### config.mk
export PLATFORM = sky130hd
export DESIGN_NAME = game_stat_ctrl
export DESIGN_NICKNAME = d
export VERILOG_FILES = /design/src/rtl/game_stat_ctrl.sv
export SDC_FILE = /design/constraint.sdc
export NUM_CORES = 1
export LEC_CHECK = 0
export ABC_AREA = 0
export CELL_PAD_IN_SITES_DETAIL_PLACEMENT = 0
export CELL_PAD_IN_SITES_GLOBAL_PLACEMENT = 1
export CORE_MARGIN = 8
export CORE_UTILIZATION = 50
export CTS_BUF_LIST = sky130_fd_sc_hd__clkbuf_8 sky130_fd_sc_hd__clkbuf_16
export DETAILED_ROUTE_END_ITERATION = 8
export DONT_BUFFER_PORTS = 1
export PLACE_DENSITY_LB_ADDON = 0.1
export SYNTH_ARGS = -nofsm -noshare
export SYNTH_HDL_FRONTEND = slang
export SYNTH_SLANG_ARGS = --single-unit
### constraint.sdc
create_clock -name clk_i -period 4.6 [get_ports clk_i]
set_input_delay 0.92 -clock clk_i [delete_from_list [all_inputs] [get_ports clk_i]]
set_output_delay 0.92 -clock clk_i [all_outputs]
set_load 0.01 [all_outputs]
### src/rtl/game_stat_ctrl.sv
// ============================================================================
// game_stat_ctrl : tank game sequencer with score/lives/reserve bookkeeping
//                  and frame-synchronous double-buffered score board outputs.
// Revision 1.0
// ============================================================================
`default_nettype none

module game_stat_ctrl #(
   parameter int ENEMY_TOTAL  = 20,
   parameter int START_LIVES  = 3,
   parameter int MAX_LEVEL    = 9,
   parameter int PTS_UNIT     = 10,
   parameter int SCORE_MAX    = 1999,
   parameter int CLEAR_FRAMES = 120
) (
   input  logic        clk_i,
   input  logic        rst_ni,
   input  logic        frame_start_i,
   input  logic        start_i,
   input  logic        enemy_spawn_i,
   input  logic        p1_kill_i,
   input  logic        p2_kill_i,
   input  logic [1:0]  p1_kill_type_i,
   input  logic [1:0]  p2_kill_type_i,
   input  logic        p1_hit_i,
   input  logic        p2_hit_i,
   input  logic        base_hit_i,
   output logic [5:0]  tank_left_o,
   output logic [3:0]  level_o,
   output logic [10:0] p1_score_o,
   output logic [10:0] p2_score_o,
   output logic [3:0]  p1_lives_o,
   output logic [3:0]  p2_lives_o,
   output logic        playing_o,
   output logic        level_clear_o,
   output logic        game_over_o,
   output logic        win_o
);

   localparam int FC_W = ($clog2(CLEAR_FRAMES) > 7) ? $clog2(CLEAR_FRAMES) : 7;
   localparam logic [FC_W-1:0] FC_LAST = FC_W'(CLEAR_FRAMES - 1);

   typedef enum logic [2:0] {
      S_IDLE  = 3'd0,
      S_LOAD  = 3'd1,
      S_PLAY  = 3'd2,
      S_CLEAR = 3'd3,
      S_OVER  = 3'd4
   } state_t;

   state_t          state_q, state_d;
   logic [5:0]      reserve_q, reserve_d;
   logic [5:0]      alive_q, alive_d;
   logic [3:0]      level_q, level_d;
   logic [10:0]     p1_score_q, p1_score_d;
   logic [10:0]     p2_score_q, p2_score_d;
   logic [3:0]      p1_lives_q, p1_lives_d;
   logic [3:0]      p2_lives_q, p2_lives_d;
   logic            p1_out_q, p1_out_d;
   logic            p2_out_q, p2_out_d;
   logic            win_q, win_d;
   logic [FC_W-1:0] fcnt_q, fcnt_d;

   logic [5:0]      disp_tank_q, disp_tank_d;
   logic [3:0]      disp_level_q, disp_level_d;
   logic [10:0]     disp_s1_q, disp_s1_d;
   logic [10:0]     disp_s2_q, disp_s2_d;
   logic [3:0]      disp_l1_q, disp_l1_d;
   logic [3:0]      disp_l2_q, disp_l2_d;

   logic            spawn_ok;
   logic [1:0]      n_kill;
   logic [6:0]      alive_inc;

   // 12-bit sum keeps the carry visible so saturation is exact.
   function automatic logic [10:0] add_score(input logic [10:0] s, input logic [1:0] t);
      logic [11:0] sum;
      sum = {1'b0, s} + 12'((32'(t) + 32'd1) * PTS_UNIT);
      if (sum > 12'(SCORE_MAX)) add_score = 11'(SCORE_MAX);
      else                      add_score = sum[10:0];
   endfunction

   always_comb begin
      state_d    = state_q;
      reserve_d  = reserve_q;
      alive_d    = alive_q;
      level_d    = level_q;
      p1_score_d = p1_score_q;
      p2_score_d = p2_score_q;
      p1_lives_d = p1_lives_q;
      p2_lives_d = p2_lives_q;
      p1_out_d   = p1_out_q;
      p2_out_d   = p2_out_q;
      win_d      = win_q;
      fcnt_d     = fcnt_q;
      spawn_ok   = 1'b0;
      n_kill     = {1'b0, p1_kill_i} + {1'b0, p2_kill_i};
      alive_inc  = {1'b0, alive_q};

      case (state_q)
         S_IDLE, S_OVER: begin
            if (start_i) begin
               p1_score_d = '0;
               p2_score_d = '0;
               p1_lives_d = 4'(START_LIVES);
               p2_lives_d = 4'(START_LIVES);
               p1_out_d   = 1'b0;
               p2_out_d   = 1'b0;
               level_d    = '0;
               state_d    = S_LOAD;
            end
         end
         S_LOAD: begin
            level_d   = level_q + 4'd1;
            reserve_d = 6'(ENEMY_TOTAL);
            alive_d   = '0;
            win_d     = 1'b0;
            state_d   = S_PLAY;
         end
         S_PLAY: begin
            spawn_ok  = enemy_spawn_i && (reserve_q != 6'd0);
            reserve_d = reserve_q - {5'd0, spawn_ok};
            alive_inc = {1'b0, alive_q} + {6'd0, spawn_ok};
            alive_d   = (alive_inc >= {5'd0, n_kill}) ? 6'(alive_inc - {5'd0, n_kill}) : 6'd0;
            if (p1_kill_i) p1_score_d = add_score(p1_score_q, p1_kill_type_i);
            if (p2_kill_i) p2_score_d = add_score(p2_score_q, p2_kill_type_i);
            if (p1_hit_i) begin
               if (p1_lives_q != 4'd0) p1_lives_d = p1_lives_q - 4'd1;
               else                    p1_out_d   = 1'b1;
            end
            if (p2_hit_i) begin
               if (p2_lives_q != 4'd0) p2_lives_d = p2_lives_q - 4'd1;
               else                    p2_out_d   = 1'b1;
            end
            // Loss outranks a level clear decided in the same cycle.
            if (base_hit_i || (p1_out_d && p2_out_d)) begin
               win_d   = 1'b0;
               state_d = S_OVER;
            end else if ((reserve_d == 6'd0) && (alive_d == 6'd0)) begin
               fcnt_d  = '0;
               state_d = S_CLEAR;
            end
         end
         S_CLEAR: begin
            if (frame_start_i) begin
               if (fcnt_q == FC_LAST) begin
                  if (level_q == 4'(MAX_LEVEL)) begin
                     win_d   = 1'b1;
                     state_d = S_OVER;
                  end else begin
                     state_d = S_LOAD;
                  end
               end else begin
                  fcnt_d = fcnt_q + 1'b1;
               end
            end
         end
         default: state_d = S_IDLE;
      endcase
   end

   // Display copies the pre-edge shadow so the board only changes per frame.
   always_comb begin
      disp_tank_d  = disp_tank_q;
      disp_level_d = disp_level_q;
      disp_s1_d    = disp_s1_q;
      disp_s2_d    = disp_s2_q;
      disp_l1_d    = disp_l1_q;
      disp_l2_d    = disp_l2_q;
      if (frame_start_i) begin
         disp_tank_d  = reserve_q;
         disp_level_d = level_q;
         disp_s1_d    = p1_score_q;
         disp_s2_d    = p2_score_q;
         disp_l1_d    = p1_lives_q;
         disp_l2_d    = p2_lives_q;
      end
   end

   always_ff @(posedge clk_i or negedge rst_ni) begin
      if (!rst_ni) begin
         state_q      <= S_IDLE;
         reserve_q    <= '0;
         alive_q      <= '0;
         level_q      <= '0;
         p1_score_q   <= '0;
         p2_score_q   <= '0;
         p1_lives_q   <= '0;
         p2_lives_q   <= '0;
         p1_out_q     <= 1'b0;
         p2_out_q     <= 1'b0;
         win_q        <= 1'b0;
         fcnt_q       <= '0;
         disp_tank_q  <= '0;
         disp_level_q <= '0;
         disp_s1_q    <= '0;
         disp_s2_q    <= '0;
         disp_l1_q    <= '0;
         disp_l2_q    <= '0;
      end else begin
         state_q      <= state_d;
         reserve_q    <= reserve_d;
         alive_q      <= alive_d;
         level_q      <= level_d;
         p1_score_q   <= p1_score_d;
         p2_score_q   <= p2_score_d;
         p1_lives_q   <= p1_lives_d;
         p2_lives_q   <= p2_lives_d;
         p1_out_q     <= p1_out_d;
         p2_out_q     <= p2_out_d;
         win_q        <= win_d;
         fcnt_q       <= fcnt_d;
         disp_tank_q  <= disp_tank_d;
         disp_level_q <= disp_level_d;
         disp_s1_q    <= disp_s1_d;
         disp_s2_q    <= disp_s2_d;
         disp_l1_q    <= disp_l1_d;
         disp_l2_q    <= disp_l2_d;
      end
   end

   assign tank_left_o   = disp_tank_q;
   assign level_o       = disp_level_q;
   assign p1_score_o    = disp_s1_q;
   assign p2_score_o    = disp_s2_q;
   assign p1_lives_o    = disp_l1_q;
   assign p2_lives_o    = disp_l2_q;
   assign playing_o     = (state_q == S_PLAY);
   assign level_clear_o = (state_q == S_CLEAR);
   assign game_over_o   = (state_q == S_OVER);
   assign win_o         = win_q;

endmodule

`default_nettype wire

# Word level (Yosys, flattened, before mapping)
# Cells that the tools add are included.
# word_totals
reg_bits,99
inputBits,14
# classes
n_addsub,12
multipliers,2
order_cmp,3
n_eq_ne,21
muxes,45
reduce_logical,25
# ops
operator,n
$mux 11,5
$pmux 11 s2,2
$mux 7,4
$add 11x7->12,2
$gt 12x11->1 const B,2
$mux 4,6
$pmux 4 s2,3
$pmux 6 s2,2
$mux 3,6
$ne 2x2->1 const B,8
$pmux 7 s2,1
$logic_not 6->1,2
$mul 3x3->6 const B,2
$ne 2x1->1 const B,6
$pmux 3 s4,1
$reduce_and 4->1,3
$mux 1,11
$reduce_and 5->1,2
$reduce_bool 2->1,4
$reduce_bool 4->1,2
$sub 4x1->4 const B,2
$add 6x1->7,1
$add 7x1->7 const B,1
$eq 7x7->1 const B,1
22 further kinds,29

# Depth between registers and ports, before layout
# Gate-level depths: netlist of the first run.
# logic_depth
ltp_word,10
mapped_depth,14
ltp_nobuf,13

# Worst setup path after synthesis of the first run
# Ideal clock, no wire load.
# synth_timing
path_type,input port to flip-flop
startpoint,input enemy_spawn_i
endpoint,register fcnt_q[2]
setup_ns,0.128
t_arrival_ns,3.194
t_required_ns,4.472
slack_ns,1.277
stages,9
n_path_buf,0
path_cell_list,a21boi_0 > ha_1 > ha_1 > ha_1 > a211oi_1 > nand3_1 > or2_2 > a211oi_4 > nor2_1
# synth_via
elab_chain_len,8
word_cells_on_any_way,11
classes_between,add/sub: 3; order compare: 1; eq/ne: 1; mux: 1; reduce/logical: 5
# synth_rtl
item,line_no,text
start: declaration,20,"input logic enemy_spawn_i,"
$logic_and 1x1->1 *,121,spawn_ok = enemy_spawn_i && (reserve_q != 6'd0);
$add 6x1->7,123,"alive_inc = {1'b0, alive_q} + {6'd0, spawn_ok};"
$sub 6x2->6 / $ge 7x2->1 (equally long branches),124,"alive_d = (alive_inc >= {5'd0, n_kill}) ? 6'(alive_inc - {5'd0, n_kill}) : 6'd0;"
$mux 6,124,
$logic_not 6->1,139,end else if ((reserve_d == 6'd0) && (alive_d == 6'd0)) begin
$logic_and 1x1->1 *,139,
$ne 2x1->1 (no line) *,n/a,
$reduce_and 5->1 (no line) *,n/a,
end signal: assignment,212,fcnt_q <= fcnt_d;
end: declaration,62,"logic [FC_W-1:0] fcnt_q, fcnt_d;"
# Mark *: on every way between the ends. The rest lies on a longest branch, timed or not.
# A chain may end at the register's enable or synchronous reset.

# Final worst setup path of the first run
# layout_timing
startpoint,register reserve_q[2]
endpoint,register fcnt_q[2]
# layout_via
elab_chain_len,9
word_cells_on_any_way,12
classes_between,add/sub: 3; order compare: 1; eq/ne: 1; mux: 1; reduce/logical: 6
# layout_rtl
item,line_no,text
start: declaration,52,"logic [5:0] reserve_q, reserve_d;"
start signal: assignment,202,reserve_q <= reserve_d;
$reduce_bool 6->1,121,
$logic_and 1x1->1,121,
$add 6x1->7,123,
$sub 6x2->6 / $ge 7x2->1 (equally long branches),124,
$mux 6,124,
$logic_not 6->1,139,
$logic_and 1x1->1 *,139,
$ne 2x1->1 (no line) *,n/a,
$reduce_and 5->1 (no line) *,n/a,
# Marks and branches as above.

==> results of run 1 <==
==> cell usage in the layout (no fill, tap or decap), drive strengths merged, types with 4 or more instances in the layout <==
cell / instances
a211oi: 9
a21o: 5
a21oi: 27
a31oi: 14
a32o: 4
and2: 6
and3: 7
clkbuf: 9
dfrtp: 99
ha: 30
inv: 31
mux2: 41
nand2: 31
nand3: 14
nand4: 8
nor2: 41
nor2b: 4
nor3: 10
nor3b: 4
nor4: 6
o21ai: 28
or2: 6
or3: 6
xnor2: 10
xor2: 14
==> cell families (layout without fill, tap and decap cells) <==
| kind of cell | count (synthesis) | after routing | synth area share (%) |
|---|---|---|---|
| flops | 99 | 99 | 44.8 |
| xor+xnor | 24 | 24 | 3.80 |
| buf+inv | 46 | 45 | 3.23 |
| fa+ha+maj | 33 | 33 | 7.87 |
| mux | 43 | 43 | 8.70 |
| simple gates | 155 | 155 | 14.9 |
| compound gates | 127 | 127 | 16.7 |
==> layout make-up <==
cell class | instances | area [µm²] | area share (%)
clock inverters | 7 | 101 | 1.73
flip-flops and latches | 99 | 2480 | 42.2
clock buffers | 9 | 124 | 2.11
multi-input cells | 382 | 2880 | 49.1
well taps | 140 | 175 | 2.99
inverters | 29 | 109 | 1.86
==> critical path, cell delays in order (launching register included) <==
cell	delay (ns)
dfrtp_1	0.47
nor4_1	0.46
a21boi_0	0.24
ha_1	0.30
ha_1	0.34
ha_1	0.32
a211oi_1	0.37
nand3_1	0.24
or2_2	0.36
a211oi_4	0.34
nor2_1	0.09
==> sequential cells by signal, indices dropped and copies added (netlist names) <==
signal and count:
p1_score_o 11, p1_score_q 11, p2_score_o 11, p2_score_q 11, fcnt_q 7, alive_q 6, reserve_q 6, tank_left_o 6
level_o 4, level_q 4, p1_lives_o 4, p1_lives_q 4, p2_lives_o 4, p2_lives_q 4, state_q 3, p1_out_q 1
p2_out_q 1, win_o 1
==> metrics by stage <==
step / worst slack, ns / total power [mW] / area, µm² / hold WS (ns) / utilization (%)
6_report: 0.952 / 3.29 / 5870 / 0.222 / 54.1
5_1_grt: 0.604 / 3.56 / 5870 / 0.183 / 54.1
4_1_cts: 0.941 / 3.33 / 5870 / 0.196 / 54.1
3_5_place_dp: 0.925 / 2.67 / 5640 / 0.477 / 52.0
3_3_place_gp: 0.991 / 2.64 / 5640 / 0.464 / 52.0
2_1_floorplan: 1.28 / 2.39 / 5540 / 0.444 / -
==> power breakdown <==
part	total, mW	leakage [nW]	internal (mW)	switching [mW]
Clock	0.638	0.117	0.312	0.325
Sequential	1.43	1.29	1.12	0.310
Combinational	1.23	1.26	0.531	0.695
Total	3.29	2.67	1.96	1.33
==> metal layers <==
metal / vias up / track usage, %
li1: 1920 / -
met1: 1914 / 22.7
met2: 58 / 25.3
met3: 11 / 5.12
met4: 0 / 5.55
met5: - / 0
==> final timing paths <==
| kind | from | endpoint | slack, ns | depth (start not counted) |
|---|---|---|---|---|
| setup / recovery | reserve_q[2] | fcnt_q[2] | 0.95 | 10 |
| hold / removal | rst_ni | level_q[3] | 0.22 | 0 |
| setup reg to reg | reserve_q[2] | fcnt_q[2] | 0.95 | 10 |
| hold reg to reg | p2_score_q[0] | p2_score_q[0] | 0.49 | 2 |
| max in group asynchronous | rst_ni | p2_score_o[8] | 4.24 | 0 |
| min in group clk_i | p2_score_q[0] | p2_score_q[0] | 0.49 | 2 |
==> cell usage after synthesis, types with 8 or more instances <==
| cell | number | share of area, % |
|---|---|---|
| nand4_1 | 8 | 0.90 |
| nor3_1 | 9 | 0.81 |
| xnor2_1 | 10 | 1.6 |
| clkbuf_1 | 8 | 0.54 |
| o21ai_0 | 25 | 2.3 |
| xor2_1 | 14 | 2.2 |
| nand3_1 | 13 | 1.2 |
| dfrtp_1 | 99 | 45 |
| a21oi_1 | 27 | 2.4 |
| nor2_1 | 41 | 2.8 |
| ha_1 | 30 | 6.8 |
| nand2_1 | 31 | 2.1 |
| a31oi_1 | 13 | 1.5 |
| inv_1 | 28 | 1.9 |
| mux2_2 | 41 | 8.3 |
==> flow_metrics.env, run 1 <==
export IMPL_skew_ns=0.0121
export IMPL_grt_antenna_before_repair=0
export IMPL_detail_route_antenna_nets=0
export IMPL_ctsRootBufferMaster="clkbuf_8"
export IMPL_grt_pass1_vias=3729
export IMPL_grt_start_max_net_pins=100
export IMPL_cts_sinks=99
export IMPL_viasPerCell=5.86
export IMPL_chipWidth_um=121
export IMPL_power_density_nw_per_um2=561
export IMPL_drt_wirelength_per_cell_um=17.6
export IMPL_fmax_mhz=274
export IMPL_stdcell_count=666
export IMPL_first_pass_iters=5
export IMPL_die_h_um=121
export IMPL_place_gp_congestion=0.821
export IMPL_ctsResizeCount=0
export IMPL_drive_gt1_share_pct=14.4
export IMPL_post_cts_buffers=0
export IMPL_areaGrowthSynthToFinish_pct=5.97
export IMPL_drtIter0Drc=274
export IMPL_required_ns=4.85
export IMPL_htree_levels=3
export IMPL_clock_latency_ns=0.38
export IMPL_wirelength_met1_mm=5.54
export IMPL_top_layer="met4"
export IMPL_via_count=3903
export IMPL_syn_nets=574
export IMPL_drc=0
export IMPL_rsz0062_at_grt="no"
export IMPL_wl_met2_mm=5.37
export IMPL_synth_area_um2=5540
export IMPL_core_um2=10800
export IMPL_numCtsBuffers=9
export IMPL_path_class="reg -> reg"
export IMPL_cp_start_kind="flip-flop"
export IMPL_track_usage_pct=16.8
export IMPL_clk_pin_slew_ns=0.10
export IMPL_arrival_ns=3.90
export IMPL_max_vdd_ir_drop_mv=0.276
export IMPL_cts_tree="yes"
export IMPL_ys_types=73
export IMPL_syn_area_per_cell_um2=10.5
export IMPL_ys_ff_latch=99
export IMPL_slew_headroom_pct=41.1
export IMPL_holdCritPathClass="in -> async"
export IMPL_drv_slew=0
export IMPL_p_leak_nw=2.67
export IMPL_antennaDiodeCount=0
export IMPL_synth_edf_count=0
export IMPL_dp_cells=650
export IMPL_dieArea_um2=14700
export IMPL_start_util_pct=51.1
export IMPL_setup_tns_ns=0
export IMPL_maxCapViolations=0
export IMPL_finalSetupViolations=0
export IMPL_wl_met3_um=635
export IMPL_worst_pin_slew_ns=0.881
export IMPL_postCtsHoldBufs=0
export IMPL_grt_pass1_wl_mm=19.6
export IMPL_num_rows=38
export IMPL_io_pins=58
export IMPL_synthCells=527
export IMPL_status="complete, no violations"
export IMPL_fin_nets=568
export IMPL_synthArstFlopShare_pct=100
export IMPL_finalHoldViolCount=0
export IMPL_worstSetupEndpointType="flip-flop"
export IMPL_nFillCells=965
export IMPL_critical_path_peak_fanout=7
export IMPL_clockBufferDepth=2
export IMPL_finalCritPeriodShare_pct=79.3
export IMPL_yosysSeqAreaShare_pct=44.8
export IMPL_hpwl_mm=8.34
export IMPL_io_buffers=0
export IMPL_post_route_min_period_ns=3.65
export IMPL_synthFlopType="dfrtp_1"
export IMPL_grt_ovfl_total=0
export IMPL_ys_warnings_count=0
export IMPL_wirelength_mm=11.7
No activity file was read; power rests on OpenSTA's default activity.
==> inputs of run 2 (changes only) <==
==> constraint.sdc (replaced) <==
create_clock -name clk_i -period 3.5 [get_ports clk_i]
set_input_delay 0.7 -clock clk_i [delete_from_list [all_inputs] [get_ports clk_i]]
set_output_delay 0.7 -clock clk_i [all_outputs]
set_load 0.01 [all_outputs]
==> run 2 against run 1 <==
Net effect: clock power rose by 26%; setup slack got worse by 0.70 ns; non-clock buffer count rose by 7; critical endpoint is now fcnt_q[0].
==> flow_metrics.env, run 2 (synthesis results as in run 1) <==
export IMPL_worstSetupEndpointType="flip-flop"
export IMPL_dieArea_um2=14700
export IMPL_max_vdd_ir_drop_mv=0.351
export IMPL_areaGrowthSynthToFinish_pct=7.53
export IMPL_power_density_nw_per_um2=736
export IMPL_arrival_ns=3.51
export IMPL_clk_pin_slew_ns=0.10
export IMPL_total_power_mw=4.38
export IMPL_grt_start_max_net_pins=79
export IMPL_die_h_um=121
export IMPL_io_pins=58
export IMPL_cts_sinks=99
export IMPL_cts_tree="yes"
export IMPL_io_buffers=0
export IMPL_grt_antenna_before_repair=0
export IMPL_post_route_min_period_ns=3.25
export IMPL_hpwl_mm=8.56
export IMPL_nFillCells=971
export IMPL_p_leak_nw=2.71
export IMPL_start_util_pct=51.1
export IMPL_grt_pass1_wl_mm=20.0
export IMPL_r2r_worst_path_cells=11
export IMPL_final_common_cell="dfrtp_1"
export IMPL_busiest_layer="met2"
export IMPL_final_cell_mix="99 x dfrtp_1, 41 x nor2_1, 41 x mux2_2"
export IMPL_gr_usage_met3_pct=4.37
export IMPL_grt_ovfl_total=0
export IMPL_core_um2=10800
export IMPL_cp_start_kind="flip-flop"
export IMPL_maxCapViolations=0
export IMPL_chipWidth_um=121
export IMPL_grtUsageMet1_pct=23.4
export IMPL_required_ns=3.77
export IMPL_fin_nets=575
export IMPL_num_rows=38
export IMPL_clock_latency_ns=0.37
export IMPL_use_met2_pct=25.1
export IMPL_drive_gt1_share_pct=16.1
export IMPL_critical_path_peak_fanout=5
export IMPL_viasPerCell=5.84
export IMPL_ctsRootBufferMaster="clkbuf_8"
export IMPL_skew_ns=0.00946
export IMPL_numCtsBuffers=9
export IMPL_fmax_mhz=308
export IMPL_grt_pass1_vias=3747
export IMPL_finalSetupViolations=0
export IMPL_drc=0
export IMPL_stdcell_count=673
export IMPL_rsz0062_at_grt="no"
export IMPL_drt_wirelength_per_cell_um=17.8
export IMPL_detail_route_antenna_nets=0
export IMPL_setup_tns_ns=0
export IMPL_drtIter0Drc=301
export IMPL_drv_slew=0
export IMPL_path_class="reg -> reg"
export IMPL_clockBufferDepth=2
export IMPL_first_pass_iters=5
export IMPL_worst_pin_slew_ns=0.988
export IMPL_dp_cells=655
export IMPL_slew_headroom_pct=33.9
export IMPL_status="complete, no violations"
export IMPL_antennaDiodeCount=0
export IMPL_finalCritPeriodShare_pct=92.8
export IMPL_post_cts_buffers=0
export IMPL_finalHoldViolCount=0
export IMPL_holdCritPathClass="in -> async"
export IMPL_htree_levels=3
export IMPL_wirelength_mm=12.0
export IMPL_track_usage_pct=16.9
export IMPL_place_gp_congestion=0.857
export IMPL_via_count=3931
## run 2: critical path: stages (launching register included)
cell,delay (ns)
dfrtp_1,0.43
nor4_2,0.33
a21boi_1,0.15
ha_1,0.22
ha_1,0.32
fa_1,0.48
xor2_1,0.20
or2_2,0.15
nand4b_1,0.15
a211oi_2,0.28
a21oi_1,0.15
mux2_2,0.28
## run 2: path summary, 6_finish.rpt
path	startpoint	end	slack, ns
worst min register to register	p2_score_q[0]	p2_score_q[0]	0.49
worst max-delay path	reserve_q[1]	fcnt_q[0]	0.25
worst max register to register	reserve_q[1]	fcnt_q[0]	0.25
max in group asynchronous	rst_ni	p1_score_q[5]	1.96
min in group clk_i	p2_score_q[0]	p2_score_q[0]	0.49
worst min-delay path	rst_ni	p1_lives_o[1]	0.20
## run 2: cell type report
class,instances,area [µm²],share of cell area [%]
multi-input cells,382,2900,48.7
flip-flops and latches,99,2480,41.6
well taps,140,175,2.94
clock buffers,9,124,2.08
inverters,29,109,1.83
clock inverters,7,91.3,1.53
repair buffers,7,75.1,1.26
## run 2: metal layers
layer / share of wire [%] / routed length, µm
met4: 1.2 / 142
met2: 47 / 5590
met1: 47 / 5610
met5: 0 / 0
met3: 5.6 / 667
## run 2: report_power, final
part / internal [mW] / total (mW) / switching, mW
Sequential: 1.47 / 1.87 / 0.406
Combinational: 0.730 / 1.70 / 0.971
Clock: 0.403 / 0.805 / 0.402
Total: 2.60 / 4.38 / 1.78
## run 2: metrics by stage
stage / setup WS (ns) / hold WS [ns] / cell area [µm²] / utilization [%]
floorplan: 0.235 / 0.404 / 5540 / -
finish: 0.253 / 0.197 / 5950 / 54.9
CTS: 0.0769 / 0.208 / 5930 / 54.7
global placement: 0.163 / 0.408 / 5680 / 52.4
detailed placement: 0.0841 / 0.407 / 5680 / 52.4
global route: 0.0642 / 0.223 / 5950 / 54.9
## run 2: repair_timing
action	CTS	global route
endpoints found under the setup margin	0	10
hold buffers	2	0
gates resized for setup	0	5
endpoints found under the hold margin	78	0
